File: src/rtl/debounce_sync.sv
// Raw-input conditioner: N-flop synchronizer, counter-qualified debounce FSM,
// registered level output plus one-cycle rise/fall event pulses and busy flag.
module debounce_sync #(
  parameter  int SYNC_STAGES     = 2,
  parameter  int DEBOUNCE_CYCLES = 16,
  localparam int CNT_W           = (DEBOUNCE_CYCLES > 2) ? $clog2(DEBOUNCE_CYCLES) : 1
) (
  input  logic clk,
  input  logic rst,
  input  logic raw_in,
  output logic d_out,
  output logic rise_pulse,
  output logic fall_pulse,
  output logic busy
);

  typedef enum logic [1:0] {
    IDLE_LOW  = 2'd0,
    WAIT_HIGH = 2'd1,
    IDLE_HIGH = 2'd2,
    WAIT_LOW  = 2'd3
  } state_e;

  localparam logic [CNT_W-1:0] CNT_MAX = CNT_W'(DEBOUNCE_CYCLES - 1);

  logic [SYNC_STAGES-1:0] sync_q;
  logic                   s;
  state_e                 state_q, state_d;
  logic [CNT_W-1:0]       cnt_q, cnt_d;
  logic                   d_q, d_d;
  logic                   rise_q, rise_d;
  logic                   fall_q, fall_d;
  logic                   busy_q, busy_d;

  // Only the last synchronizer stage is ever observed downstream.
  assign s = sync_q[SYNC_STAGES-1];

  always_ff @(posedge clk) begin
    if (rst) begin
      sync_q  <= '0;
      state_q <= IDLE_LOW;
      cnt_q   <= '0;
      d_q     <= 1'b0;
      rise_q  <= 1'b0;
      fall_q  <= 1'b0;
      busy_q  <= 1'b0;
    end else begin
      sync_q  <= {sync_q[SYNC_STAGES-2:0], raw_in};
      state_q <= state_d;
      cnt_q   <= cnt_d;
      d_q     <= d_d;
      rise_q  <= rise_d;
      fall_q  <= fall_d;
      busy_q  <= busy_d;
    end
  end

  always_comb begin
    state_d = state_q;
    cnt_d   = cnt_q;
    d_d     = d_q;
    rise_d  = 1'b0;
    fall_d  = 1'b0;
    case (state_q)
      IDLE_LOW: begin
        if (s) begin
          state_d = WAIT_HIGH;
          cnt_d   = '0;
        end
      end
      WAIT_HIGH: begin
        // A bounce drops back to idle; qualification restarts from scratch.
        if (!s) begin
          state_d = IDLE_LOW;
        end else if (cnt_q == CNT_MAX) begin
          state_d = IDLE_HIGH;
          d_d     = 1'b1;
          rise_d  = 1'b1;
        end else begin
          cnt_d = cnt_q + CNT_W'(1);
        end
      end
      IDLE_HIGH: begin
        if (!s) begin
          state_d = WAIT_LOW;
          cnt_d   = '0;
        end
      end
      WAIT_LOW: begin
        if (s) begin
          state_d = IDLE_HIGH;
        end else if (cnt_q == CNT_MAX) begin
          state_d = IDLE_LOW;
          d_d     = 1'b0;
          fall_d  = 1'b1;
        end else begin
          cnt_d = cnt_q + CNT_W'(1);
        end
      end
      default: state_d = IDLE_LOW;
    endcase
    busy_d = (state_d == WAIT_HIGH) || (state_d == WAIT_LOW);
  end

  assign d_out      = d_q;
  assign rise_pulse = rise_q;
  assign fall_pulse = fall_q;
  assign busy       = busy_q;

endmodule

File: config.mk
export PLATFORM = sky130hd
export DESIGN_NAME = debounce_sync
export DESIGN_NICKNAME = d
export VERILOG_FILES = /design/src/rtl/debounce_sync.sv
export SDC_FILE = /design/constraint.sdc
export NUM_CORES = 1
export LEC_CHECK = 0
export BUFFER_PORTS_ARGS = -buffer_cell sky130_fd_sc_hd__buf_4
export CELL_PAD_IN_SITES_DETAIL_PLACEMENT = 1
export CELL_PAD_IN_SITES_GLOBAL_PLACEMENT = 1
export CORE_AREA = 4 4 41 43
export CTS_BUF_LIST = sky130_fd_sc_hd__clkbuf_4
export CTS_CLUSTER_SIZE = 8
export DETAILED_ROUTE_END_ITERATION = 16
export DIE_AREA = 0 0 45 47
export PLACE_DENSITY_LB_ADDON = 0.08
export SLEW_MARGIN = 20
export SYNTH_ARGS = -nofsm -noshare
export SYNTH_HDL_FRONTEND = slang
export SYNTH_SLANG_ARGS = --single-unit
File: constraint.sdc
create_clock -name clk -period 1.45 [get_ports clk]
set_clock_uncertainty 0.1 [all_clocks]
set_input_delay 0.0725 -clock clk [delete_from_list [all_inputs] [get_ports clk]]
set_output_delay 0.0725 -clock clk [all_outputs]
set_load 0.1 [all_outputs]
==> results.toml <==
[logic_synthesis]
synth_area_leaders = "dfxtp_1 (49%), mux2i_1 (6.7%), nand4_4 (4.7%), xor2_2 (3.6%), a211oi_1 (3.3%)"
ys_seq_area_frac = 0.490
ys_ff_latch = 11
ys_async_sr_fraction = 0
synthDominantCellAreaShare = 0.490
ys.warnings.count = 0
yosysUniqueCellTypes = 22
synthFlopType = "dfxtp_1"
syn-num-nets = 47
synthesis.area_um2 = 449
synth_top_cell_by_area = "dfxtp_1"
avgSynthCellArea_um2 = 10.4
synth_edf_count = 0
syn_inst = 43

[drt]
first_pass_iters = 2
via_count = 362
drc = 0
drt_iter0_markers = 3
wl_um = 1030
postRouteAntennaNets = 0
vias_per_cell = 5.10
wire_per_inst_um = 14.5

[flow_run]
cap_viol_max_count = 0

[placed_design]
io_buffers = 6
globalplace.congestion = 0.676
pre_cts_slack_ns = -0.0195

[die]
die_w_um = 45
coreArea_um2 = 1300
die_h_um = 47
row_count = 13
io-pin-count = 7
die-area_um2 = 2120
start_util = 0.345

[cells_and_area]
antenna_cells = 0
utilization = 0.459
drive_above_1_share = 0.321
nets = 61
area_growth_pct = 32.9

[sta]
slew_viol_final = 0
min_period_over_period = 0.938
layout_setup_ws_ns = 0.0893
max_slew.worst_pin.slew_ns = 0.278
hold_violations = 0
relSlewSlack = 0.816
clock.fmax_mhz = 735
rsz0062_at_grt = "false"
setup_tns_ns = 0
setup_viol = 0
whs_ns = 0.358
fin_crit_ns = 1.36

[worst_setup_path]
crit_path_end_kind = "register"
crit_buf_inv = 0
crit_type = "register to register"
arrival_ns = 1.44
startpoint_type = "register"
worst-path-max-fanout = 4
crit_path_top_delay_cell = "dfxtp_2"
critical_path_required_ns = 1.53
crit_family = "simple AND/OR/NAND/NOR gates"
cp_cell_sequence = "ha_4, nand4_4, or3b_1, a31oi_1"
slowest_delay_ns = 0.37

[global_routing]
grt-ovfl-total = 0
grt_pass1_vias = 404
grt_antenna_before_repair = 0
grt_pass1_wl_um = 1700
track_usage = 0.110
grt_start_max_net_pins = 14

[cts]
cts_buffer_depth = 2
clk_latency_ns = 0.26
root_buffer = "clkbuf_4"
postCtsSetupRepairBufs = 0
cts_htree_levels = 1
cts.clk_slew.worst_paths_ns = 0.07
cts_tree = "built"
cts_sinks = 11
numCtsBuffers = 3

[pwr]
leakage_nw = 0.248
peakVddDrop_mv = 0.543
pwr_density_cell_nw_per_um2 = 994

[min_path]
hold_class = "register to register"

[run_status]
status = "complete, no violations"
[area by class of cell]
cell class	instances	area [um2]
multi-input cells	29	230
clock buffers	4	30.0
well taps	15	18.8
fillers	155	704
flip-flops and latches	11	228
inverters	2	7.51
repair buffers	10	82.6
[per-layer routing]
layer	GRT usage	routed length (um)	vias to the layer above
met3	0.0345	31	2
met4	0.0351	14	0
li1	-	-	179
met1	0.120	410	175
met5	0	0	-
met2	0.203	570	6
[placed cells by master (no fill, tap or decap), drive strengths merged, types with 2 or more instances in the layout]
| cell | n |
|---|---|
| dfxtp | 11 |
| buf | 7 |
| clkbuf | 4 |
| nand2 | 3 |
| mux2i | 3 |
| dlygate4sd3 | 3 |
| inv | 2 |
| nand2b | 2 |
| nor2 | 2 |
| a21oi | 2 |
| a211oi | 2 |
| o21ai | 2 |
| nor2b | 2 |
[per-stage QoR]
stage / std cells / instance area [um2] / power [mW]
after floorplan: 43 / 454 / 0.359
after global placement: 64 / 522 / 0.372
after detailed placement: 64 / 522 / 0.373
after CTS: 71 / 584 / 0.601
after global routing: 71 / 597 / 0.633
final: 71 / 597 / 0.594
[cell families (layout without fill, tap and decap cells)]
kind of cell	Yosys count	count (layout)	share of synthesized area
muxes	3	3	0.0669
and+or+nand+nor	16	16	0.242
DFF	11	11	0.490
adders and majority gates	1	1	0.0279
AOI/OAI and AO/OA	8	8	0.111
xor gates and xnor gates	1	1	0.0362
buffers and inverters	3	16	0.0251
[synth_stat cells, drive strengths merged (2+ instances only)]
| cell | number |
|---|---|
| a21oi | 2 |
| nand2 | 3 |
| a211oi | 2 |
| mux2i | 3 |
| o21ai | 2 |
| dfxtp | 11 |
| nor2 | 2 |
| nor2b | 2 |
| nand2b | 2 |
| inv | 2 |
[repair_timing]
item                                    in CTS  in global routing
gates resized for setup                      1                  3
endpoints found under the hold margin        9                  0
hold buffers                                 3                  0
endpoints found under the setup margin       1                  3
[state kept, by name (all words and copies together) (netlist names)]
| name | cells |
|---|---|
| sync_q | 2 |
| d_out | 1 |
| fall_pulse | 1 |
| cnt_q | 4 |
| state_q | 2 |
| rise_pulse | 1 |
[path summary, 6_finish.rpt]
path | start | to | slack, ns | depth (start not counted)
setup / recovery | cnt_q[0]$_SDFFE_PP0P_ | d_out$_SDFFE_PP0P_ | 0.09 | 4
hold / removal | sync_q[0]$_SDFF_PP0_ | sync_q[1]$_SDFF_PP0_ | 0.36 | 1
setup reg to reg | cnt_q[0]$_SDFFE_PP0P_ | d_out$_SDFFE_PP0P_ | 0.09 | 4
hold reg to reg | sync_q[0]$_SDFF_PP0_ | sync_q[1]$_SDFF_PP0_ | 0.36 | 1
[power breakdown]
group | leakage, nW | switching (mW) | internal, mW | total (mW)
sequential | 0.0914 | 0.00628 | 0.307 | 0.314
combinational | 0.139 | 0.0382 | 0.0208 | 0.0589
clock | 0.0184 | 0.0962 | 0.125 | 0.221
total | 0.248 | 0.141 | 0.453 | 0.594
(Power assumes the default switching activity.)
